$ cat src/rtl/tpu_stream_core_if.sv
// Operand and result stream bundle for tpu_stream_core.
// master drives operands/acks, slave is the core side.
interface tpu_stream_core_if #(
    parameter int D_W   = 8,
    parameter int N     = 2,
    parameter int K_MAX = 4
);
    localparam int ACC_W = 2 * D_W + $clog2(K_MAX);

    logic             start;
    logic             signed_en;
    logic             in_valid;
    logic             in_ready;
    logic [N*D_W-1:0] in_a;
    logic [N*D_W-1:0] in_b;
    logic             in_last;
    logic             out_valid;
    logic             out_ready;
    logic [ACC_W-1:0] out_data;
    logic             out_last;
    logic             busy;

    modport master (
        output start, signed_en, in_valid, in_a, in_b, in_last, out_ready,
        input  in_ready, out_valid, out_data, out_last, busy
    );

    modport slave (
        input  start, signed_en, in_valid, in_a, in_b, in_last, out_ready,
        output in_ready, out_valid, out_data, out_last, busy
    );
endinterface

$ cat src/rtl/tpu_stream_core.sv
// Output-stationary NxN systolic matrix core with skewed operand
// entry, fixed drain and row-major valid/ready result streaming.
module tpu_stream_core #(
    parameter int D_W   = 8,
    parameter int N     = 2,
    parameter int K_MAX = 4
) (
    input logic            clk,
    input logic            rst,
    tpu_stream_core_if.slave bus
);
    localparam int ACC_W = 2 * D_W + $clog2(K_MAX);
    localparam int PW    = ACC_W + 2;
    localparam int BW    = $clog2(K_MAX);
    localparam int DCW   = $clog2(2 * N - 1);
    localparam int NE    = N * N;
    localparam int EW    = $clog2(NE);

    typedef enum logic [1:0] {IDLE, LOAD, DRAIN, OUT} state_t;

    state_t           state_q, state_d;
    logic             in_ready_q, in_ready_d;
    logic             out_valid_q, out_valid_d;
    logic             out_last_q, out_last_d;
    logic [ACC_W-1:0] out_data_q, out_data_d;
    logic             busy_q, busy_d;
    logic             sgn_q, sgn_d;
    logic [BW-1:0]    beat_q, beat_d;
    logic [DCW-1:0]   drain_q, drain_d;
    logic [EW-1:0]    elem_q, elem_d;
    logic [EW-1:0]    elem_nx;
    logic             clear;

    logic             fire;
    logic [N*D_W-1:0] a_in, b_in;
    logic [N*D_W-1:0] a_row, b_col;
    logic [D_W-1:0]   a_at [N][N];
    logic [D_W-1:0]   b_at [N][N];
    logic [D_W-1:0]   a_pass_q [N][N-1];
    logic [D_W-1:0]   a_pass_d [N][N-1];
    logic [D_W-1:0]   b_pass_q [N-1][N];
    logic [D_W-1:0]   b_pass_d [N-1][N];
    logic [ACC_W-1:0] acc_q [NE];
    logic [ACC_W-1:0] acc_d [NE];

    // Idle cycles feed zeros so they add nothing to the sums.
    assign fire = bus.in_valid & in_ready_q;
    assign a_in = fire ? bus.in_a : '0;
    assign b_in = fire ? bus.in_b : '0;

    assign bus.in_ready  = in_ready_q;
    assign bus.out_valid = out_valid_q;
    assign bus.out_last  = out_last_q;
    assign bus.out_data  = out_data_q;
    assign bus.busy      = busy_q;

    // Extend per mode, multiply wide, wrap into the accumulator width.
    function automatic logic [ACC_W-1:0] mul_ext(
        input logic [D_W-1:0] a,
        input logic [D_W-1:0] b,
        input logic           sgn
    );
        logic signed [D_W:0]  ae, be;
        logic signed [PW-1:0] ax, bx, p;
        ae = {sgn & a[D_W-1], a};
        be = {sgn & b[D_W-1], b};
        ax = PW'(ae);
        bx = PW'(be);
        p  = ax * bx;
        return p[ACC_W-1:0];
    endfunction

    // Row i of A and column i of B are delayed i cycles on entry.
    for (genvar i = 0; i < N; i++) begin : g_skew
        if (i == 0) begin : g_direct
            assign a_row[D_W-1:0] = a_in[D_W-1:0];
            assign b_col[D_W-1:0] = b_in[D_W-1:0];
        end else begin : g_dly
            logic [D_W-1:0] sa_q [i];
            logic [D_W-1:0] sa_d [i];
            logic [D_W-1:0] sb_q [i];
            logic [D_W-1:0] sb_d [i];

            // Shift the skew delay line by one stage.
            always_comb begin
                sa_d[0] = a_in[i*D_W +: D_W];
                sb_d[0] = b_in[i*D_W +: D_W];
                for (int d = 1; d < i; d++) begin
                    sa_d[d] = sa_q[d-1];
                    sb_d[d] = sb_q[d-1];
                end
            end

            // Skew delay registers.
            always_ff @(posedge clk or negedge rst) begin
                if (!rst) begin
                    sa_q <= '{default: '0};
                    sb_q <= '{default: '0};
                end else begin
                    sa_q <= sa_d;
                    sb_q <= sb_d;
                end
            end

            assign a_row[i*D_W +: D_W] = sa_q[i-1];
            assign b_col[i*D_W +: D_W] = sb_q[i-1];
        end
    end

    // Operands seen by each PE: A flows right, B flows down.
    always_comb begin
        for (int i = 0; i < N; i++) begin
            a_at[i][0] = a_row[i*D_W +: D_W];
            b_at[0][i] = b_col[i*D_W +: D_W];
        end
        for (int i = 0; i < N; i++) begin
            for (int j = 1; j < N; j++) begin
                a_at[i][j] = a_pass_q[i][j-1];
                b_at[j][i] = b_pass_q[j-1][i];
            end
        end
        for (int i = 0; i < N; i++) begin
            for (int j = 0; j < N - 1; j++) begin
                a_pass_d[i][j] = a_at[i][j];
                b_pass_d[j][i] = b_at[j][i];
            end
        end
    end

    // Multiply-accumulate in every PE, cleared when a job starts.
    always_comb begin
        for (int i = 0; i < N; i++) begin
            for (int j = 0; j < N; j++) begin
                acc_d[i*N+j] = clear ? '0 :
                    acc_q[i*N+j] + mul_ext(a_at[i][j], b_at[i][j], sgn_q);
            end
        end
    end

    // Systolic pass-through registers and accumulators.
    always_ff @(posedge clk or negedge rst) begin
        if (!rst) begin
            a_pass_q <= '{default: '0};
            b_pass_q <= '{default: '0};
            acc_q    <= '{default: '0};
        end else begin
            a_pass_q <= a_pass_d;
            b_pass_q <= b_pass_d;
            acc_q    <= acc_d;
        end
    end

    // Job control: next state and registered stream outputs.
    always_comb begin
        state_d     = state_q;
        in_ready_d  = in_ready_q;
        out_valid_d = out_valid_q;
        out_last_d  = out_last_q;
        out_data_d  = out_data_q;
        busy_d      = busy_q;
        sgn_d       = sgn_q;
        beat_d      = beat_q;
        drain_d     = drain_q;
        elem_d      = elem_q;
        clear       = 1'b0;
        elem_nx     = elem_q + EW'(1);
        unique case (state_q)
            IDLE: begin
                if (bus.start) begin
                    clear      = 1'b1;
                    sgn_d      = bus.signed_en;
                    beat_d     = '0;
                    state_d    = LOAD;
                    in_ready_d = 1'b1;
                    busy_d     = 1'b1;
                end
            end
            LOAD: begin
                if (fire) begin
                    beat_d = beat_q + BW'(1);
                    if (bus.in_last || beat_q == BW'(K_MAX - 1)) begin
                        state_d    = DRAIN;
                        in_ready_d = 1'b0;
                        drain_d    = '0;
                    end
                end
            end
            DRAIN: begin
                if (drain_q == DCW'(2 * N - 3)) begin
                    state_d     = OUT;
                    out_valid_d = 1'b1;
                    out_data_d  = acc_q[0];
                    out_last_d  = 1'b0;
                    elem_d      = '0;
                end else begin
                    drain_d = drain_q + DCW'(1);
                end
            end
            OUT: begin
                if (bus.out_ready) begin
                    if (elem_q == EW'(NE - 1)) begin
                        state_d     = IDLE;
                        out_valid_d = 1'b0;
                        out_last_d  = 1'b0;
                        out_data_d  = '0;
                        busy_d      = 1'b0;
                    end else begin
                        elem_d     = elem_nx;
                        out_data_d = acc_q[elem_nx];
                        out_last_d = (elem_nx == EW'(NE - 1));
                    end
                end
            end
            default: state_d = IDLE;
        endcase
    end

    // FSM state and registered outputs.
    always_ff @(posedge clk or negedge rst) begin
        if (!rst) begin
            state_q     <= IDLE;
            in_ready_q  <= 1'b0;
            out_valid_q <= 1'b0;
            out_last_q  <= 1'b0;
            out_data_q  <= '0;
            busy_q      <= 1'b0;
            sgn_q       <= 1'b0;
            beat_q      <= '0;
            drain_q     <= '0;
            elem_q      <= '0;
        end else begin
            state_q     <= state_d;
            in_ready_q  <= in_ready_d;
            out_valid_q <= out_valid_d;
            out_last_q  <= out_last_d;
            out_data_q  <= out_data_d;
            busy_q      <= busy_d;
            sgn_q       <= sgn_d;
            beat_q      <= beat_d;
            drain_q     <= drain_d;
            elem_q      <= elem_d;
        end
    end
endmodule

$ cat src/flat_wrapper.sv
// flat-port wrapper written by rule: the top's interface ports become plain ports
module tpu_stream_core_flat 
#(
    parameter int D_W   = 8,
    parameter int N     = 2,
    parameter int K_MAX = 4
)
  (clk, rst, bus_start, bus_signed_en, bus_in_valid, bus_in_a, bus_in_b, bus_in_last, bus_out_ready, bus_in_ready, bus_out_valid, bus_out_data, bus_out_last, bus_busy);
  tpu_stream_core_if #(.D_W(D_W), .N(N), .K_MAX(K_MAX)) bus_i ();
  input logic clk;
  input logic rst;
  input wire logic [$bits(bus_i.start)-1:0] bus_start;
  input wire logic [$bits(bus_i.signed_en)-1:0] bus_signed_en;
  input wire logic [$bits(bus_i.in_valid)-1:0] bus_in_valid;
  input wire logic [$bits(bus_i.in_a)-1:0] bus_in_a;
  input wire logic [$bits(bus_i.in_b)-1:0] bus_in_b;
  input wire logic [$bits(bus_i.in_last)-1:0] bus_in_last;
  input wire logic [$bits(bus_i.out_ready)-1:0] bus_out_ready;
  output wire logic [$bits(bus_i.in_ready)-1:0] bus_in_ready;
  output wire logic [$bits(bus_i.out_valid)-1:0] bus_out_valid;
  output wire logic [$bits(bus_i.out_data)-1:0] bus_out_data;
  output wire logic [$bits(bus_i.out_last)-1:0] bus_out_last;
  output wire logic [$bits(bus_i.busy)-1:0] bus_busy;
  assign bus_i.start = bus_start;
  assign bus_i.signed_en = bus_signed_en;
  assign bus_i.in_valid = bus_in_valid;
  assign bus_i.in_a = bus_in_a;
  assign bus_i.in_b = bus_in_b;
  assign bus_i.in_last = bus_in_last;
  assign bus_i.out_ready = bus_out_ready;
  assign bus_in_ready = bus_i.in_ready;
  assign bus_out_valid = bus_i.out_valid;
  assign bus_out_data = bus_i.out_data;
  assign bus_out_last = bus_i.out_last;
  assign bus_busy = bus_i.busy;
  tpu_stream_core #(.D_W(D_W), .N(N), .K_MAX(K_MAX)) u_core (.clk(clk), .rst(rst), .bus(bus_i));
endmodule
$ cat config.mk
export PLATFORM = sky130hd
export DESIGN_NAME = tpu_stream_core_flat
export DESIGN_NICKNAME = d
export VERILOG_FILES = /design/src/rtl/tpu_stream_core_if.sv /design/src/rtl/tpu_stream_core.sv /design/src/flat_wrapper.sv
export SDC_FILE = /design/constraint.sdc
export NUM_CORES = 1
export LEC_CHECK = 0
export BUFFER_PORTS_ARGS = -buffer_cell sky130_fd_sc_hd__buf_4
export CAP_MARGIN = 0
export CORE_MARGIN = 2
export CORE_UTILIZATION = 35
export DETAILED_ROUTE_END_ITERATION = 12
export SYNTH_ARGS = -nofsm -noshare
export SYNTH_HDL_FRONTEND = slang
export SYNTH_SLANG_ARGS = --single-unit
$ cat constraint.sdc
create_clock -name clk -period 5.2 [get_ports clk]
set_clock_uncertainty 0.05 [all_clocks]
set_input_delay 0.26 -clock clk [delete_from_list [all_inputs] [get_ports clk]]
set_output_delay 0.26 -clock clk [all_outputs]
set_load 0.005 [all_outputs]
==> impl_metrics.json, run 1 <==
{
  "setup_viol": 0,
  "area_growth_pct": 15.0,
  "coreArea_um2": 57400,
  "root_buffer": "clkbuf_16",
  "vias_per_cell": 4.86,
  "layout-drive-gt1-share_pct": 14.4,
  "final_cell_area_um2": 23300,
  "portBuffers": 60,
  "ios": 61,
  "dr.pass1.iters": 5,
  "synthArstFlopShare_pct": 100,
  "ys_types": 54,
  "run_status": "finished clean",
  "die_w_um": 244,
  "cp.required_ns": 5.47,
  "gp_congestion": 0.873,
  "ir_drop_mv": 0.272,
  "final_util_pct": 40.5,
  "antenna_found_initial": 4,
  "worst-path-stages": 17,
  "dpl_cell_area_um2": 22100,
  "rows": 88,
  "start_kind": "flop",
  "hold_end": "u_core.g_skew[1].g_dly.sa_q[1]$_DFF_PN0_",
  "worst_slew_pin_slew_ns": 1.02,
  "synth-main-ff-cell": "dfrtp_1",
  "syn_nets": 2664,
  "most-common-layout-cells": "inv_1 (460), fa_1 (331), nand2_1 (202)",
  "hold-path-cell-count": 2,
  "antennaDiodeCount": 0,
  "path_clk_slew_ns": 0.08,
  "maxCapViolations": 0,
  "grt_pass1_vias": 15900,
  "min_period_ns": 5.20,
  "p_leak_uw": 0.0116,
  "reg2reg_to": "u_core.acc_q[70]$_DFF_PN0_",
  "die_area_um2": 59700,
  "drt_iter0_drc": 871,
  "cp_slowest_stage_delay_ns": 0.54,
  "cts_buffer_depth": 2,
  "period_share_pct": 100,
  "path_cells": "buf_6 -> and3_4 -> buf_6 -> and2_4 -> fa_1 -> inv_1 -> fa_1 -> inv_2 -> fa_1 -> inv_2 -> fa_1 -> fa_1 -> inv_1 -> ha_2 -> or3_1 -> o32a_1 -> o311a_1",
  "min_from": "bus_in_a[9]",
  "cts_sinks": 151,
  "worstSetupEndpointType": "flop",
  "r2r_setup_slack_ns": 0.0009,
  "max_freq_mhz": 192,
  "routedWlPerCell_um": 17.0,
  "power_density_nw_per_um2": 426,
  "final_common_cell": "inv_1",
  "holdCritPathClass": "in -> reg",
  "hold_violations": 0,
  "cp_data_arrival_time_ns": 5.47,
  "cts_tree": "built",
  "netlist_instances": 2093,
  "rr_worst_depth": 17,
  "vias": 14500,
  "synth_area_um2": 20200,
  "rsz0062_at_grt": "true",
  "rr_startpoint": "u_core.bus.in_ready$_DFFE_PN0P_",
  "grt_max_degree": 57,
  "path_max_fanout": 6,
  "die_y_um": 244,
  "ant_nets": 0,
  "place_hpwl_um": 42100,
  "crit_type": "reg -> reg",
  "synth-seq-area-share_pct": 18.7,
  "max_slew_margin_pct": 31.6,
  "insertion_delay_ns": 0.45,
  "worst_path_dominant_cell_family": "adder cells",
  "cp_num_buf_inv": 6,
  "yosys_register_bits": 151,
  "drc_errors": 0,
  "cts_htree_levels": 4,
  "overflow": 0,
  "syn_area_per_cell_um2": 9.66,
  "wl_um": 51000,
  "start_util_pct": 35.2,
  "yosys_warnings": 0,
  "grt_pass1_wl_um": 85000,
  "finalMaxSlewViolations": 0,
  "crit_path_frequent_cell": "fa_1",
  "fin_nets": 2787,
  "synth_enable_flop_cells": 0,
  "grt_usage_pct": 18.1,
  "numCtsBuffers": 17,
  "cp_slowest_cell": "fa_1",
  "holdWs_ns": 0.0248
}
[cell type report]
| cell class | count | area [µm²] |
|---|---|---|
| clock inverters | 15 | 160 |
| multi-input cells | 1392 | 14700 |
| well taps | 765 | 957 |
| repair buffers | 182 | 1450 |
| flip-flops and latches | 151 | 3790 |
| inverters | 472 | 1770 |
| fillers | 5546 | 34100 |
| clock buffers | 17 | 425 |
[cell usage after synthesis (18+ instances only)]
| library cell | count | area, µm² |
|---|---|---|
| inv_1 | 472 | 1770 |
| ha_1 | 197 | 2460 |
| clkbuf_1 | 68 | 255 |
| a21oi_1 | 47 | 235 |
| o21ai_0 | 50 | 250 |
| mux4_2 | 18 | 405 |
| dfrtp_1 | 151 | 3780 |
| fa_1 | 335 | 6710 |
| nand2_1 | 207 | 777 |
| nor3b_1 | 19 | 143 |
| and2_1 | 125 | 782 |
| nor2_1 | 85 | 319 |
| xnor2_1 | 57 | 499 |
| and3_1 | 48 | 300 |
[per-layer routing]
metal	GRT usage, %	routed length (µm)	up-vias
met5	0	0	-
met4	4.57	915	0
met3	2.77	2540	55
met2	30.3	24700	347
met1	24.6	22900	7460
li1	-	-	6684
[where the power goes]
group	internal, µW	switching [µW]	leakage (µW)
combinational	2970	3380	0.00939
clock	681	597	0.000288
sequential	1640	642	0.00193
[per-stage QoR]
stage	TNS, ns	worst slack (ns)	power, µW	instances
floorplan	0	0.0454	6300	2093
global placement	0	0.0351	8120	2940
detailed placement	-0.0608	-0.0357	8290	2940
CTS	-0.00424	-0.00424	9670	2985
global route	-0.668	-0.126	10900	2994
finish	0	0.000856	9900	2994
[state kept, by name (all words and copies together), names as in the netlist]
register                  count
u_core.a_at                  16
u_core.acc_q                 72
u_core.b_at                  16
u_core.beat_q                 2
u_core.bus.busy               1
u_core.bus.in_ready           1
u_core.bus.out_data          18
u_core.bus.out_last           1
u_core.bus.out_valid          1
u_core.drain_q                2
u_core.elem_q                 2
u_core.g_skew.g_dly.sa_q      8
u_core.g_skew.g_dly.sb_q      8
u_core.sgn_q                  1
u_core.state_q                2
[worst max path at each step]
stage,from,end
3_5_place_dp,u_core.bus.in_ready$_DFFE_PN0P_,u_core.acc_q[70]$_DFF_PN0_
4_1_cts,u_core.bus.in_ready$_DFFE_PN0P_,u_core.acc_q[70]$_DFF_PN0_
5_1_grt,u_core.bus.in_ready$_DFFE_PN0P_,u_core.acc_q[67]$_DFF_PN0_
2_1_floorplan,u_core.bus.in_ready$_DFFE_PN0P_,u_core.acc_q[71]$_DFF_PN0_
3_3_place_gp,u_core.bus.in_ready$_DFFE_PN0P_,u_core.acc_q[70]$_DFF_PN0_
6_report,u_core.bus.in_ready$_DFFE_PN0P_,u_core.acc_q[70]$_DFF_PN0_
[cells by family (layout without fill, tap and decap cells)]
kind of cell | after synthesis | count (layout) | synth area share, %
mux | 30 | 30 | 2.61
compound gates | 190 | 190 | 6.02
buf+inv | 550 | 686 | 10.2
flops | 151 | 151 | 18.7
xor+xnor | 69 | 69 | 2.99
simple gates | 571 | 571 | 14.1
fa+ha+maj | 532 | 532 | 45.4
[repair_timing]
item                                    4_1_cts  5_1_grt
hold buffers                                 13        0
setup buffers                                 0        9
gates resized for setup                       6       92
endpoints found under the setup margin        6       24
endpoints found under the hold margin        53        0
pin swaps                                     2       35
No activity file was read; power rests on OpenSTA's default activity.
==> run 2: changes to the inputs <==
--- a/config.mk
+++ b/config.mk
@@ -8,8 +8,10 @@
 export BUFFER_PORTS_ARGS = -buffer_cell sky130_fd_sc_hd__buf_4
 export CAP_MARGIN = 0
 export CORE_MARGIN = 2
-export CORE_UTILIZATION = 35
+export CORE_UTILIZATION = 40
+export CTS_CLUSTER_DIAMETER = 80
 export DETAILED_ROUTE_END_ITERATION = 12
+export RECOVER_POWER = 50
 export SYNTH_ARGS = -nofsm -noshare
 export SYNTH_HDL_FRONTEND = slang
 export SYNTH_SLANG_ARGS = --single-unit
==> run 2 against run 1 <==
The run now ends with max-capacitance violations, max-slew violations left. Die area is 12% lower. Hold slack worse by 0.0047 ns. Count of clock-buffer cells in the layout stayed put.
==> impl_metrics.json, run 2 (same netlist as run 1, synthesis figures left out) <==
{
  "reg2reg_to": "u_core.acc_q[65]$_DFF_PN0_",
  "max_slew_margin_pct": -109,
  "final_util_pct": 46.3,
  "coreArea_um2": 50100,
  "vias": 14500,
  "crit_type": "reg -> reg",
  "die_area_um2": 52400,
  "worstSetupStartpoint": "u_core.bus.in_ready$_DFFE_PN0P_",
  "multi_input_area_um2": 14800,
  "dpl_cell_area_um2": 21900,
  "holdCritPathClass": "in -> reg",
  "ios": 61,
  "rsz0062_at_grt": "true",
  "dp.cells": 2826,
  "routedWlPerCell_um": 17.4,
  "dr.pass1.iters": 5,
  "overflow": 0,
  "cts_htree_levels": 4,
  "grt_max_degree": 57,
  "power_density_nw_per_um2": 431,
  "violations": "max-capacitance violations, max-slew violations",
  "final_cell_area_um2": 23200,
  "setup_viol": 0,
  "ir_drop_mv": 0.379,
  "rows": 82,
  "die_y_um": 229,
  "antennaDiodeCount": 0,
  "crit_end": "u_core.acc_q[65]$_DFF_PN0_",
  "grt_usage_pct": 20.3,
  "finalSetupTns_ns": 0,
  "min_period_ns": 5.14,
  "layout-drive-gt1-share_pct": 14.3,
  "path_clk_slew_ns": 0.07,
  "area_growth_pct": 14.6,
  "cts_tree": "built",
  "drt_iter0_drc": 714,
  "grt_pass1_vias": 15700,
  "ant_nets": 0,
  "register_area_um2": 3790,
  "die_w_um": 229,
  "root_buffer": "clkbuf_16",
  "antenna_found_initial": 0,
  "top_register": "u_core.acc_q",
  "period_share_pct": 98.8,
  "fin_nets": 2768,
  "cp.required_ns": 5.46,
  "r2r_setup_slack_ns": 0.06,
  "worstSetupEndpointType": "flop",
  "cts_sinks": 151,
  "most-common-layout-cells": "inv_1 (460), fa_1 (329), nand2_1 (199)",
  "final_common_cell": "inv_1",
  "largest_reg_flops": 72,
  "worst_slew_pin_slew_ns": 3.14,
  "run_status": "finished, violations left",
  "maxCapViolations": 1,
  "hold_violations": 0,
  "numCtsBuffers": 17,
  "finalMaxSlewViolations": 49,
  "insertion_delay_ns": 0.47,
  "max_freq_mhz": 195,
  "start_util_pct": 40.4,
  "start_kind": "flop",
  "cts_buffer_depth": 2,
  "vias_per_cell": 5.02,
  "path_max_fanout": 6,
  "grt_pass1_wl_um": 84000,
  "fill_cells": 4818,
  "rr_worst_depth": 17,
  "gp_congestion": 0.856,
  "cp_data_arrival_time_ns": 5.40,
  "final_cells": 2882,
  "portBuffers": 60,
  "rr_startpoint": "u_core.bus.in_ready$_DFFE_PN0P_",
  "drc_errors": 0,
  "wl_um": 50200,
  "p_leak_uw": 0.0115,
  "place_hpwl_um": 41000
}
## run 2: cell count changes in the layout (fill, tap and decap cells not counted), sizes merged
cell         before  now
buf             169  143
clkbuf           17   22
inv             480  483
clkinv            5    2
dlygate4sd3      13   15
## run 2: stage by stage
step / power [µW] / setup WS, ns / hold WS (ns)
finish: 9990 / 0.0608 / 0.0201
global route: 11000 / -0.0622 / 0.0425
CTS: 9570 / 0.00975 / 0.00112
detailed placement: 8190 / -0.0356 / 0.205
global placement: 8020 / 0.0294 / 0.200
floorplan: 6300 / 0.0454 / -0.0856
## run 2: critical path, cell delays in order (launching register included)
cell and delay, ns:
dfrtp_2 0.46, buf_6 0.14, and3_4 0.18, buf_6 0.13, and2_4 0.15, fa_1 0.48, fa_1 0.56, fa_1 0.53
fa_1 0.49, inv_1 0.05, fa_1 0.47, inv_1 0.06, ha_4 0.15, or4_4 0.54, o21ai_4 0.22, buf_6 0.12
xor2_1 0.15, nor2_1 0.06
## run 2: worst min-delay path by stage
stage,from,endpoint,slack [ns],cells past startpoint
final,bus_in_a[9],u_core.g_skew[1].g_dly.sa_q[1]$_DFF_PN0_,0.02,2
after global placement,rst,u_core.b_at[15]$_DFF_PN0_,0.20,1
after floorplan,rst,u_core.a_at[0]$_DFF_PN0_,-0.09,0
after CTS,bus_in_a[9],u_core.g_skew[1].g_dly.sa_q[1]$_DFF_PN0_,0.001,2
after global routing,bus_in_a[9],u_core.g_skew[1].g_dly.sa_q[1]$_DFF_PN0_,0.04,2
after detailed placement,rst,u_core.bus.out_data[14]$_DFFE_PN0P_,0.20,1
## run 2: cell type report
cell class	instances	share of cell area [%]
Inverter	472	7.65
Tap cell	672	3.63
Multi-Input combinational cell	1392	64.1
Timing Repair Buffer	163	5.71
Clock inverter	15	0.762
Sequential cell	151	16.4
Clock buffer	17	1.84
## run 2: power breakdown
part           internal (µW)  total, µW  switching, µW
clock network            691       1300            608
registers               1640       2280            642
logic                   3000       6410           3410
total                   5330       9990           4660
## run 2: per-layer routing
metal	global-route usage (%)	wire length [µm]	up-vias
met1	28.3	23100	7445
met4	6.11	1370	0
li1	-	-	6651
met2	33.1	23900	302
met5	0	0	-
met3	2.61	1940	64
## run 2: what timing repair did
action / CTS / global route
gates resized for setup: 6 / 119
hold endpoints to repair: 60 / 0
setup endpoints to repair: 2 / 22
cloned: 0 / 1
hold buffers: 15 / 0
pin swaps: 2 / 47
buffers inserted: 0 / 9
==> run 3: changes to the inputs <==
==> constraint.sdc (replaced) <==
create_clock -name clk -period 4.13 [get_ports clk]
set_clock_uncertainty 0.05 [all_clocks]
set_input_delay 0.2065 -clock clk [delete_from_list [all_inputs] [get_ports clk]]
set_output_delay 0.2065 -clock clk [all_outputs]
set_load 0.005 [all_outputs]
==> run 3 against run 2 <==
The flow finishes with violations (negative setup slack). Via count up 5.8%. Flip-flop and latch count unchanged. Sequential share of layout area down 1.7 points. Critical path depth down 3. Critical path type unchanged. Largest cell class unchanged. Largest power group unchanged.
==> impl_metrics.json, run 3 (same netlist as run 1, synthesis figures left out) <==
{
  "run_status": "finished, violations left",
  "violations": "negative setup slack",
  "dpl_cell_area_um2": 23600,
  "fill_cells": 4565,
  "place_hpwl_um": 42700,
  "root_buffer": "clkbuf_16",
  "power_density_nw_per_um2": 567,
  "worstSetupStartpoint": "u_core.bus.in_ready$_DFFE_PN0P_",
  "wl_um": 53300,
  "rr_startpoint": "u_core.bus.in_ready$_DFFE_PN0P_",
  "dp_slack_ns": -0.923,
  "start_util_pct": 40.4,
  "ir_drop_mv": 0.434,
  "cts_buffer_depth": 2,
  "p_int_uw": 8160,
  "coreArea_um2": 50100,
  "die_w_um": 229,
  "crit_type": "reg -> reg",
  "numCtsBuffers": 17,
  "die_y_um": 229,
  "largest_reg_flops": 72,
  "crit_end": "u_core.acc_q[70]$_DFF_PN0_",
  "fin_nets": 2983,
  "path_max_fanout": 6,
  "register_area_um2": 3810,
  "setup_viol": 46,
  "gp_congestion": 0.877,
  "hold-path-cell-count": 3,
  "finalSetupTns_ns": -27.27,
  "start_kind": "flop",
  "grt_usage_pct": 21.2,
  "setup_slack_ns": -0.916,
  "grt_max_degree": 91,
  "cts_sinks": 151,
  "p_sw_share_pct": 44.7,
  "dr.pass1.iters": 5,
  "area_growth_pct": 28.8,
  "worstSetupEndpointType": "flop",
  "p_comb_share_pct": 69.5,
  "antenna_found_initial": 1,
  "path_clk_slew_ns": 0.07,
  "antennaDiodeCount": 0,
  "maxCapViolations": 0,
  "ant_nets": 0,
  "layout-drive-gt1-share_pct": 29.3,
  "multi_input_area_um2": 15900,
  "final_common_cell": "inv_1",
  "grt.busiest_layer": "met2",
  "max_freq_mhz": 198,
  "rr_worst_depth": 14,
  "cp.required_ns": 4.42,
  "holdWs_ns": 0.0633,
  "die_area_um2": 52400,
  "cp_data_arrival_time_ns": 5.34,
  "holdCritPathClass": "in -> reg",
  "power.clock.fraction_pct": 11.2,
  "rsz0062_at_grt": "true",
  "p_leak_uw": 0.0126,
  "r2r_setup_slack_ns": -0.92,
  "grtUsageMet2_pct": 36.1,
  "met1_usage_pct": 28.5,
  "vias_per_cell": 4.94,
  "routedWlPerCell_um": 17.2,
  "power_switching_uw": 6610,
  "grt_pass1_vias": 16700,
  "finalMaxSlewViolations": 0,
  "drt_iter0_drc": 779,
  "most-common-layout-cells": "inv_1 (422), fa_1 (314), buf_4 (298)",
  "reg2reg_to": "u_core.acc_q[70]$_DFF_PN0_",
  "overflow": 0,
  "cts_tree": "built",
  "drc_errors": 0,
  "rows": 82,
  "hold_violations": 0,
  "seqPwrFrac_pct": 19.3,
  "period_share_pct": 122,
  "final_cell_area_um2": 26000,
  "portBuffers": 60,
  "worst_slew_pin_slew_ns": 1.12,
  "cts_htree_levels": 4,
  "min_period_ns": 5.05,
  "ios": 61,
  "insertion_delay_ns": 0.46,
  "top_register": "u_core.acc_q",
  "use_met3_pct": 2.37,
  "max_slew_margin_pct": 25.2,
  "grt_pass1_wl_um": 87100,
  "vias": 15300
}
run 3: changes by cell type in the layout (fill, tap and decap cells not counted), sizes merged, moves of 2 or more:
cell | before | now
clkinv | 2 | 5
dlygate4sd3 | 15 | 17
buf | 143 | 354
clkbuf | 22 | 24
inv | 483 | 480
run 3: critical path, stage by stage, from the launching register on:
cell and delay (ns):
dfrtp_2 0.44, and3_2 0.24, buf_4 0.17, and2_1 0.18
fa_2 0.48, fa_1 0.61, fa_2 0.46, fa_1 0.49
inv_1 0.05, fa_1 0.48, inv_2 0.04, ha_4 0.15
or3_1 0.37, o32a_1 0.41, o311a_1 0.30
run 3: per-layer routing:
metal	share of wire (%)	wire, µm	vias up
met3	3.4	1840	78
met2	50	26500	308
met5	0	0	-
li1	-	-	7069
met4	2.7	1460	0
met1	44	23500	7839
run 3: power by group through the flow:
stage	clock, µW	combinational, µW	sequential (µW)
2_1_floorplan	0	6080	2360
3_5_place_dp	0	8770	2870
6_report	1660	10300	2850
5_1_grt	1750	11500	2890
4_1_cts	1690	9600	2850
3_3_place_gp	0	8550	2860
run 3: worst min-delay path by stage:
stage,start,endpoint,slack (ns)
4_1_cts,bus_out_ready,u_core.bus.busy$_DFFE_PN0P_,0.05
6_report,bus_out_ready,u_core.bus.busy$_DFFE_PN0P_,0.06
2_1_floorplan,rst,u_core.a_at[0]$_DFF_PN0_,-0.14
5_1_grt,bus_in_a[15],u_core.g_skew[1].g_dly.sa_q[7]$_DFF_PN0_,0.07
3_5_place_dp,rst,u_core.b_at[15]$_DFF_PN0_,0.31
3_3_place_gp,rst,u_core.b_at[15]$_DFF_PN0_,0.31
run 3: timing repair:
action / CTS / global route
hold buffers: 17 / 0
resized for setup: 168 / 146
endpoints found under the setup margin: 50 / 49
endpoints found under the hold margin: 105 / 0
pin swaps: 84 / 113
buffers inserted: 32 / 31
run 3: through the flow:
| step | total power (µW) | util (%) | instances |
|---|---|---|---|
| after floorplan | 8450 | - | 2093 |
| after global placement | 11400 | 47.2 | 2990 |
| after detailed placement | 11600 | 47.2 | 2990 |
| after CTS | 14100 | 50.5 | 3070 |
| after global routing | 16100 | 52.0 | 3097 |
| final | 14800 | 52.0 | 3097 |
run 3: layout make-up:
cell class | instances | area share [%]
Clock buffer | 17 | 1.63
Clock inverter | 15 | 0.706
Inverter | 472 | 6.82
Multi-Input combinational cell | 1392 | 61.0
Sequential cell | 151 | 14.6
Tap cell | 672 | 3.23
Timing Repair Buffer | 378 | 12.0
